<file path="src/rtl/ext_arb_pkg.sv">
// ext_arb_pkg: shared constants, mode codes and round-robin helper for ext_bus_arbiter.
// SIGN_EXT_EN adds the SEXT and SSHL2 mode codes.
package ext_arb_pkg;
  localparam int IN_W = 16;
  localparam int OUT_W = 32;
  localparam int NREQ = 3;
  localparam logic [1:0] REQ_STACK = 2'd0;
  localparam logic [1:0] REQ_PC = 2'd1;
  localparam logic [1:0] REQ_ROM = 2'd2;
  typedef enum logic [2:0] {
    ZEXT = 3'd0,
    SHL2 = 3'd1,
    SHL4 = 3'd2,
    SHL8 = 3'd3,
    SHL16 = 3'd4
`ifdef SIGN_EXT_EN
    , SEXT = 3'd5,
    SSHL2 = 3'd6
`endif
  } ext_mode_t;
  function automatic logic [1:0] rr_next(input logic [1:0] p, input int k);
    return 2'((int'(p) + k) % NREQ);
  endfunction
endpackage

</file>
<file path="src/rtl/ext_unit.sv">
// ext_unit: widens one requester word to OUT_W according to its mode; SIGN_EXT_EN enables sign modes.
module ext_unit
  import ext_arb_pkg::*;
(
  input  logic [IN_W-1:0]  a,
  input  ext_mode_t        mode,
  output logic [OUT_W-1:0] y
);
  logic [OUT_W-1:0] zx;
  assign zx = OUT_W'(a);
`ifdef SIGN_EXT_EN
  logic [OUT_W-1:0] sx;
  assign sx = {{(OUT_W-IN_W){a[IN_W-1]}}, a};
`endif
  always_comb begin
    case (mode)
      SHL2:  y = zx << 2;
      SHL4:  y = zx << 4;
      SHL8:  y = zx << 8;
      SHL16: y = zx << 16;
`ifdef SIGN_EXT_EN
      SEXT:  y = sx;
      SSHL2: y = sx << 2;
`endif
      default: y = zx;
    endcase
  end
endmodule

</file>
<file path="src/rtl/ext_bus_arbiter.sv">
// ext_bus_arbiter: round-robin share of one widening path among stack/PC/ROM into a valid/ready slot.
// Define SIGN_EXT_EN to enable the sign-extending modes in ext_unit.
module ext_bus_arbiter
  import ext_arb_pkg::*;
(
  input  logic              clk,
  input  logic              rst,
  input  logic [NREQ-1:0]   req,
  input  logic [IN_W-1:0]   stack_in,
  input  logic [IN_W-1:0]   pc_in,
  input  logic [IN_W-1:0]   rom_in,
  input  logic              cfg_we,
  input  logic [1:0]        cfg_sel,
  input  logic [2:0]        cfg_mode,
  output logic [NREQ-1:0]   gnt,
  output logic [OUT_W-1:0]  out_data,
  output logic [1:0]        out_src,
  output logic              out_valid,
  input  logic              out_ready
);
  logic [1:0] last_q, last_d, win, out_src_q, out_src_d;
  logic out_valid_q, out_valid_d, can_accept, gnt_v;
  logic [OUT_W-1:0] out_data_q, out_data_d, ext_y;
  logic [IN_W-1:0] word;
  ext_mode_t mode_q [NREQ];
  ext_mode_t mode_d [NREQ];
  // Scan from farthest to nearest so the nearest requester after last wins.
  always_comb begin
    can_accept = !out_valid_q || out_ready;
    gnt_v = 1'b0;
    win = last_q;
    for (int k = NREQ; k >= 1; k--)
      if (req[rr_next(last_q, k)]) begin
        gnt_v = 1'b1;
        win = rr_next(last_q, k);
      end
    gnt_v = gnt_v && can_accept && !rst;
    gnt = gnt_v ? 3'b001 << win : '0;
    word = win == REQ_STACK ? stack_in : win == REQ_PC ? pc_in : rom_in;
  end
  ext_unit u_ext (.a(word), .mode(mode_q[win]), .y(ext_y));
  always_comb begin
    last_d = gnt_v ? win : last_q;
    out_valid_d = gnt_v || (out_valid_q && !out_ready);
    out_data_d = gnt_v ? ext_y : out_data_q;
    out_src_d = gnt_v ? win : out_src_q;
    mode_d = mode_q;
    if (cfg_we && cfg_sel != 2'd3) mode_d[cfg_sel] = ext_mode_t'(cfg_mode);
  end
  always_ff @(posedge clk) begin
    if (rst) begin
      last_q <= REQ_ROM;
      out_valid_q <= 1'b0;
      out_data_q <= '0;
      out_src_q <= '0;
      mode_q <= '{default: ZEXT};
    end else begin
      last_q <= last_d;
      out_valid_q <= out_valid_d;
      out_data_q <= out_data_d;
      out_src_q <= out_src_d;
      mode_q <= mode_d;
    end
  end
  assign out_data = out_data_q;
  assign out_src = out_src_q;
  assign out_valid = out_valid_q;
endmodule

</file>
<file path="config.mk">
export PLATFORM = sky130hd
export DESIGN_NAME = ext_bus_arbiter
export DESIGN_NICKNAME = d
export VERILOG_FILES = /design/src/rtl/ext_arb_pkg.sv /design/src/rtl/ext_unit.sv /design/src/rtl/ext_bus_arbiter.sv
export SDC_FILE = /design/constraint.sdc
export NUM_CORES = 1
export LEC_CHECK = 0
export BUFFER_PORTS_ARGS = -buffer_cell sky130_fd_sc_hd__buf_4
export CAP_MARGIN = 10
export CORE_MARGIN = 5
export CORE_UTILIZATION = 47
export DETAILED_ROUTE_END_ITERATION = 8
export GPL_ROUTABILITY_DRIVEN = 0
export GPL_TIMING_DRIVEN = 0
export PLACE_DENSITY = 0.77
export SLEW_MARGIN = 20
export SYNTH_ARGS = -nofsm -noshare
export SYNTH_HDL_FRONTEND = slang
export SYNTH_SLANG_ARGS = --single-unit
</file>
<file path="constraint.sdc">
create_clock -name clk -period 3.4 [get_ports clk]
set_clock_uncertainty 0.1 [all_clocks]
set_input_delay 0.34 -clock clk [delete_from_list [all_inputs] [get_ports clk]]
set_output_delay 0.34 -clock clk [all_outputs]
set_load 0.02 [all_outputs]
</file>
==> results.json, run 1 <==
{
  "yosysWarnings": 0,
  "dr.pass1.iters": 5,
  "fin_crit_ps": 3430,
  "rsz0062_at_grt": "true",
  "place_area_um2": 4000,
  "overflow": 0,
  "max_freq_mhz": 291,
  "cts_tree": "built",
  "wl_per_cell_um": 20.0,
  "viasPerCell": 6.54,
  "antenna_found_initial": 0,
  "drive_above_1_share_pct": 43.6,
  "netlist_instances": 404,
  "post-route-period-util_pct": 101,
  "cp.arrival_ps": 3540,
  "cts.sinks": 45,
  "ioPinCount": 98,
  "cts_max_level": 2,
  "placed_cells": 580,
  "violations": "setup timing",
  "numCtsBuffers": 5,
  "netlist_area_um2": 3180,
  "postSynthAreaPerCell_um2": 7.86,
  "hold_viol": 0,
  "dp_hpwl_mm": 8.14,
  "synth_seq_cells": 45,
  "setup_viol": 2,
  "die_h_um": 92.2,
  "async_reset_ff_share_pct": 0,
  "ys_seq_area_share_pct": 28.4,
  "final_common_cell": "buf_4",
  "portBuffers": 96,
  "track_usage_pct": 26.1,
  "area_delta_synth_final_pct": 55.4,
  "root_buffer": "clkbuf_8",
  "slew_headroom_pct": 54.8,
  "diodes": 0,
  "tightestPinTransition_ps": 676,
  "clk_pin_slew_ps": 90,
  "die_w_um": 92.2,
  "synth_top_flop_cell": "dfxtp_1",
  "core_um2": 6680,
  "worstPathRequired_ps": 3510,
  "stdcell_count": 615,
  "clk_latency_ps": 300,
  "endpoint_kind": "flop",
  "grt_pass1_wl_mm": 18.3,
  "grt_pass1_vias": 3707,
  "final_antenna_net_count": 0,
  "hold_path_class": "primary input to flop",
  "grt_max_degree": 15,
  "setup_ws_ps": -32.0,
  "crit_type": "flop to flop",
  "outcome": "finished, violations left",
  "synth_nets": 468,
  "routed_wirelength_mm": 12.3,
  "clockBufferDepth": 2,
  "drc": 0,
  "layout.nets": 598,
  "dr_total_vias": 4024,
  "critPathMaxFanout": 11,
  "synth-edff-count": 0,
  "synth.distinct_cells": 60,
  "drtIter0Drc": 372,
  "max_cap_viol_count": 0,
  "hold_buffers": 0,
  "layout_common_cells": "126 x buf_4, 43 x dfxtp_1, 39 x nor2_1",
  "dieArea_um2": 8500,
  "drv_slew": 0,
  "worst_setup_path_start_kind": "flop",
  "rows": 30,
  "design_area_um2": 4930,
  "num-fill-cells": 472,
  "start_util_pct": 47.5
}
==> critical path: stages, from the launching register on <==
cell and delay, ps:
dfxtp_4 380, inv_4 80, ha_4 130, buf_4 170, buf_8 130, nand3b_1 180, o211ai_1 260, nand3_2 180
a2111o_1 470, buf_6 170, o211a_1 100, buf_4 170, a211oi_4 290, buf_4 220, nand2_1 70, a311oi_1 230
==> metrics by stage <==
stage / hold slack [ps] / utilization, % / setup WS [ps] / TNS, ps
finish: 197 / 73.9 / -32.0 / -37.9
global route: 205 / 73.9 / -140 / -1890
CTS: 183 / 66.5 / -24.1 / -65.5
detailed placement: 349 / 59.8 / -611 / -10470
global placement: 344 / 59.8 / -579 / -8340
floorplan: 363 / - / 180 / 0
==> final timing paths <==
check                           slack [ps]  cells past startpoint           end          from
worst max-delay path                   -30                     15   out_data[8]     last_q[0]
worst min-delay path                   200                      3     mode_q[8]   cfg_mode[2]
worst max register to register         -30                     15   out_data[8]     last_q[0]
worst min register to register         360                      2  out_data[27]  out_data[27]
==> layer usage <==
layer  vias to the layer above  global-route usage [%]  wire [µm]  part of all wire [%]
li1                       1822                       -          -                     -
met1                      1921                    32.6       4890                    40
met2                       234                    44.5       6070                    49
met3                        47                    5.00        922                   7.5
met4                         0                    9.41        447                   3.6
met5                         -                       0          0                     0
==> sequential cells by signal (all words and copies together), names as in the netlist <==
register   flops
mode_q         9
out_valid      1
out_data      32
out_src        1
last_q         2
==> cells by family (layout without fill, tap and decap cells) <==
kind of cell / count (synthesis) / count (layout) / synth area share, %
mux: 8 / 8 / 2.52
fa+ha+maj: 4 / 4 / 1.58
buf+inv: 36 / 167 / 5.32
simple gates: 183 / 183 / 30.6
flops: 45 / 45 / 28.4
compound gates: 128 / 128 / 31.6
==> synthesized netlist by cell type, drive strengths merged (4+ instances only) <==
cell type  count  area share [%]
a2111oi        8             3.4
a211oi         9             2.5
a21oi         24             4.1
a221oi        15             4.1
a31oi          8             1.6
a32o           5             1.6
and2           4            0.79
and3          11             2.2
buf           15             2.8
clkbuf        17             2.0
dfxtp         45              28
ha             4             1.6
inv            4            0.47
mux2i          8             2.5
nand2         28             3.3
nand2b         6             1.2
nand3         20             3.2
nand3b        14             3.3
nor2          41             4.9
nor2b          8             1.6
nor3          16             2.7
nor4          17             3.3
o211a          5             1.6
o211ai         4             1.1
o21ai         18             2.8
o31ai          8             1.9
==> timing repair <==
action | CTS | global route
setup buffers | 11 | 15
endpoints found under the setup margin | 35 | 35
pin swaps | 10 | 24
gates cloned | 0 | 2
resized for setup | 54 | 67
==> cell type report <==
type                    count  area (µm²)  share of cell area, %
plain buffers              31         200                   4.06
clock buffers               6        82.6                   1.67
clock inverters             2        37.5                  0.761
inverters                   4        17.5                  0.355
multi-input cells         323        2590                   52.4
flip-flops and latches     45         908                   18.4
well taps                  80         100                   2.03
repair buffers            124        1000                   20.3
Power of run 1 is not shown: default switching activity piles up to over one toggle a cycle in this logic, so the estimate is an artifact.
==> inputs of run 2 (changes only) <==
SLEW_MARGIN = not set   (was 20)
TNS_END_PERCENT = 50   (was not set)
==> run 2 against run 1 <==
The run still ends with setup timing left. Design area is 1.5% lower. Sequential share of layout area up 0.28 points. Fmax shrank 1.6%. Setup slack got worse by 57 ps. Via count rose by 0.30%. Register-to-register slack got worse by 60 ps. Cell count is the same. Core utilization down 1.1 points. Critical path depth did not move. Sequential cell count did not move. Worst hold slack worse by 1.9 ps. Clock-buffer cell count did not move.
==> results.json, run 2 (synthesis gave the netlist of run 1 again) <==
{
  "outcome": "finished, violations left",
  "violations": "setup timing",
  "grt_max_degree": 15,
  "cp_cell_sequence": "inv_4 > ha_4 > buf_4 > buf_8 > nand3b_1 > o211ai_1 > nand3_2 > a2111o_1 > buf_6 > o211a_1 > buf_4 > a211oi_4 > buf_4 > nand2_1 > a311oi_1",
  "core_um2": 6680,
  "drc": 0,
  "worst_setup_path_start_kind": "flop",
  "crit_family": "compound AO/OA/AOI/OAI gates",
  "worstPathRequired_ps": 3510,
  "cts.sinks": 45,
  "wl_per_cell_um": 20.2,
  "cp.arrival_ps": 3600,
  "numCtsBuffers": 5,
  "setup_ws_ps": -88.9,
  "fin_crit_ps": 3490,
  "area_delta_synth_final_pct": 53.1,
  "gr-usage-met2_pct": 43.7,
  "ioPinCount": 98,
  "routed_wirelength_mm": 12.4,
  "drive_above_1_share_pct": 42.4,
  "largest_register_ffs": 32,
  "endpoint_kind": "flop",
  "crit_type": "flop to flop",
  "clk_pin_slew_ps": 90,
  "grtUsageMet1_pct": 32.6,
  "viasPerCell": 6.56,
  "start_util_pct": 47.5,
  "dr.pass1.iters": 5,
  "layout_common_cells": "127 x buf_4, 43 x dfxtp_1, 39 x nor2_1",
  "die_w_um": 92.2,
  "rows": 30,
  "cp.buffers_inverters": 6,
  "overflow": 0,
  "diodes": 0,
  "die_h_um": 92.2,
  "slowest_delay_ps": 470,
  "rsz0062_at_grt": "true",
  "cts_tree": "built",
  "grt_use_met3_pct": 5.25,
  "clockBufferDepth": 2,
  "grt_pass1_vias": 3710,
  "slew_headroom_pct": 51.3,
  "hold_path_class": "primary input to flop",
  "top_usage_layer": "met2",
  "portBuffers": 96,
  "max_cap_viol_count": 0,
  "max_freq_mhz": 287,
  "dp_hpwl_mm": 8.14,
  "pre_cts_ws_ps": -611,
  "whs_ps": 195,
  "setup_viol": 8,
  "place_area_um2": 4000,
  "layout.nets": 598,
  "drv_slew": 0,
  "critPathMaxFanout": 10,
  "track_usage_pct": 25.9,
  "drtIter0Drc": 367,
  "antenna_found_initial": 0,
  "dr_total_vias": 4036,
  "critPathSlowestCell": "a2111o_1",
  "tightestPinTransition_ps": 729,
  "cts_max_level": 2,
  "post-route-period-util_pct": 103,
  "design_area_um2": 4860,
  "hold_viol": 0,
  "clk_latency_ps": 310,
  "root_buffer": "clkbuf_8",
  "final_antenna_net_count": 0,
  "dieArea_um2": 8500,
  "tns_ps": -247,
  "final_common_cell": "buf_4",
  "grt_pass1_wl_mm": 18.2,
  "hold_buffers": 0,
  "critPathMostFrequentCell": "buf_4"
}
==> run 2: what timing repair did <==
item | CTS | global route
resized for setup | 53 | 64
endpoints found under the hold margin | 0 | 0
pin swaps | 9 | 20
gates cloned | 0 | 1
setup endpoints to repair | 35 | 35
setup buffers | 10 | 16
==> run 2: area by class of cell <==
type,instances,area (µm²)
Multi-Input combinational cell,323,2550
Fill cell,508,1820
Clock buffer,6,82.6
Tap cell,80,100
Buffer,32,208
Timing Repair Buffer,123,952
Sequential cell,45,908
Clock inverter,2,37.5
Inverter,4,17.5
==> run 2: routing by layer <==
layer	wire (µm)	share of wire [%]
met4	464	3.7
met5	0	0
met2	6010	48
met1	4930	40
met3	1030	8.3
==> run 2: final timing paths <==
check	startpoint	to	slack (ps)	depth (start not counted)
worst max-delay path	last_q[0]	out_data[8]	-90	15
worst min-delay path	cfg_mode[0]	mode_q[3]	190	3
worst max register to register	last_q[0]	out_data[8]	-90	15
worst min register to register	out_data[27]	out_data[27]	360	2
==> run 2: tightest hold or removal path, stage by stage <==
cell,delay [ps]
buf_4,100
mux2i_1,60
nor2_1,70
==> run 2: stage by stage <==
stage / utilization [%] / cells
floorplan: - / 404
global placement: 59.8 / 580
detailed placement: 59.8 / 580
CTS: 66.3 / 598
global route: 72.8 / 615
finish: 72.8 / 615
Power of run 2 is left out for the same reason.
==> inputs of run 3 (changes only) <==
--- a/config.mk
+++ b/config.mk
@@ -8,4 +8,5 @@
 export BUFFER_PORTS_ARGS = -buffer_cell sky130_fd_sc_hd__buf_4
 export CAP_MARGIN = 10
+export CORE_ASPECT_RATIO = 1.2
 export CORE_MARGIN = 5
 export CORE_UTILIZATION = 47
==> constraint.sdc (replaced) <==
create_clock -name clk -period 3.4 [get_ports clk]
set_clock_uncertainty 0.1 [all_clocks]
set_input_delay 0.17 -clock clk [delete_from_list [all_inputs] [get_ports clk]]
set_output_delay 0.17 -clock clk [all_outputs]
set_load 0.02 [all_outputs]
==> run 3 against run 2 <==
The run still ends with setup timing left. Die area about the same. Core utilization up 3.6 points. First-iteration DRC count rose by 19%. Non-clock buffer count rose by 7. Setup slack gained 47 ps. Fmax increased by 1.4%. Global-route usage fell by 0.19 points. Worst hold slack lost 170 ps. Register-to-register slack better by 50 ps. Sequential cell count unchanged. Routed wire length grew 2.2%. Critical endpoint is now out_data[13]. Highest routed layer unchanged.
==> results.json, run 3 (synthesis gave the netlist of run 1 again) <==
{
  "outcome": "finished, violations left",
  "violations": "setup timing",
  "worstPathRequired_ps": 3500,
  "slowest_delay_ps": 570,
  "crit_family": "compound AO/OA/AOI/OAI gates",
  "dieArea_um2": 8510,
  "critPathMaxFanout": 10,
  "drc": 0,
  "clk_latency_ps": 300,
  "start_util_pct": 49.0,
  "tightestPinTransition_ps": 709,
  "cts_tree": "built",
  "drv_slew": 0,
  "critPathMostFrequentCell": "o21ai_0",
  "numCtsBuffers": 5,
  "viasPerCell": 6.49,
  "cp.arrival_ps": 3540,
  "overflow": 0,
  "cp.depth": 12,
  "die_w_um": 85.0,
  "post-route-util_pct": 76.3,
  "routed_wirelength_mm": 12.7,
  "drtIter0Drc": 438,
  "dp_hpwl_mm": 8.18,
  "ioPinCount": 98,
  "crit_type": "flop to flop",
  "die_h_um": 100,
  "final_antenna_net_count": 0,
  "track_usage_pct": 25.7,
  "fin_crit_ps": 3440,
  "rr_worst_depth": 12,
  "layout_common_cells": "131 x buf_4, 43 x dfxtp_1, 35 x nor2_1",
  "diodes": 0,
  "layout.nets": 605,
  "cp_cell_sequence": "clkinvlp_4 > ha_4 > buf_8 > o21ai_0 > a32o_2 > a21oi_4 > buf_6 > o21ai_0 > a31oi_1 > and3_1 > a2111oi_2 > o31ai_1",
  "max_freq_mhz": 291,
  "cts_max_level": 2,
  "grt_pass1_vias": 3778,
  "setup_viol": 2,
  "portBuffers": 96,
  "hold_viol": 0,
  "cp.buffers_inverters": 3,
  "endpoint_kind": "flop",
  "whs_path_depth": 3,
  "setup_ws_ps": -41.9,
  "rsz0062_at_grt": "true",
  "clockBufferDepth": 2,
  "slew_headroom_pct": 52.5,
  "grt_max_degree": 16,
  "root_buffer": "clkbuf_8",
  "cts.sinks": 45,
  "largest_register_ffs": 32,
  "dr.pass1.iters": 5,
  "worst_setup_path_start_kind": "flop",
  "grt_pass1_wl_mm": 18.1,
  "final_common_cell": "buf_4",
  "dr_total_vias": 4068,
  "clk_pin_slew_ps": 90,
  "antenna_found_initial": 0,
  "max_cap_viol_count": 0,
  "critPathSlowestCell": "a31oi_1",
  "rows": 32,
  "drive_above_1_share_pct": 44.5,
  "wl_per_cell_um": 20.3,
  "core_um2": 6490,
  "hold_path_class": "primary input to flop",
  "post-route-period-util_pct": 101,
  "area_delta_synth_final_pct": 55.9
}
run 3: cell types whose count changed in the layout (fill, tap and decap cells not counted), moves of 2 or more:
cell / delta
a21oi_1: -4
buf_4: +4
nor2_1: -4
nor2_2: +4
buf_6: +3
a2111oi_4: +2
a21oi_2: +2
a21oi_4: +2
a221oi_1: +2
a221oi_2: -2
clkinv_4: +2
run 3: tightest hold or removal path, delay by kind of cell:
| family | cells | cell delay, ps |
|---|---|---|
| buf+inv | 1 | 90 |
| mux | 1 | 50 |
| simple gates | 1 | 70 |
run 3: what timing repair did:
action                                  CTS  global route
setup buffers                            13            22
pin swaps                                13            28
gates resized for setup                  48            82
endpoints found under the setup margin   35            35
hold buffers                              0             0
run 3: layout make-up:
type | count | area (µm²)
Buffer | 31 | 206
Clock buffer | 5 | 68.8
Clock inverter | 3 | 22.5
Fill cell | 449 | 1540
Inverter | 4 | 18.8
Multi-Input combinational cell | 323 | 2610
Sequential cell | 45 | 906
Tap cell | 85 | 106
Timing Repair Buffer | 131 | 1020
run 3: worst paths after layout:
path          startpoint      endpoint  slack (ps)
max            last_q[0]  out_data[13]         -40
min          cfg_mode[2]     mode_q[2]          20
max reg2reg    last_q[0]  out_data[13]         -40
min reg2reg  out_data[1]   out_data[1]         360
run 3: stage by stage:
step	setup TNS (ps)	hold slack [ps]	setup slack, ps	cell area [µm²]	cells
floorplan	0	206	180	3180	404
global placement	-7650	321	-526	4000	585
detailed placement	-8820	330	-541	4000	585
CTS	-31.8	22.4	-17.1	4380	606
global route	-1870	19.2	-241	4950	627
finish	-81.8	20.3	-41.9	4950	627
run 3: per-layer routing:
metal	global-route usage (%)	vias to the layer above	share of wire, %
met1	30.6	1919	37
met2	45.0	249	51
li1	-	1840	-
met3	4.11	60	7.3
met5	0	-	0
met4	11.8	0	4.6
Power of run 3 is left out for the same reason.
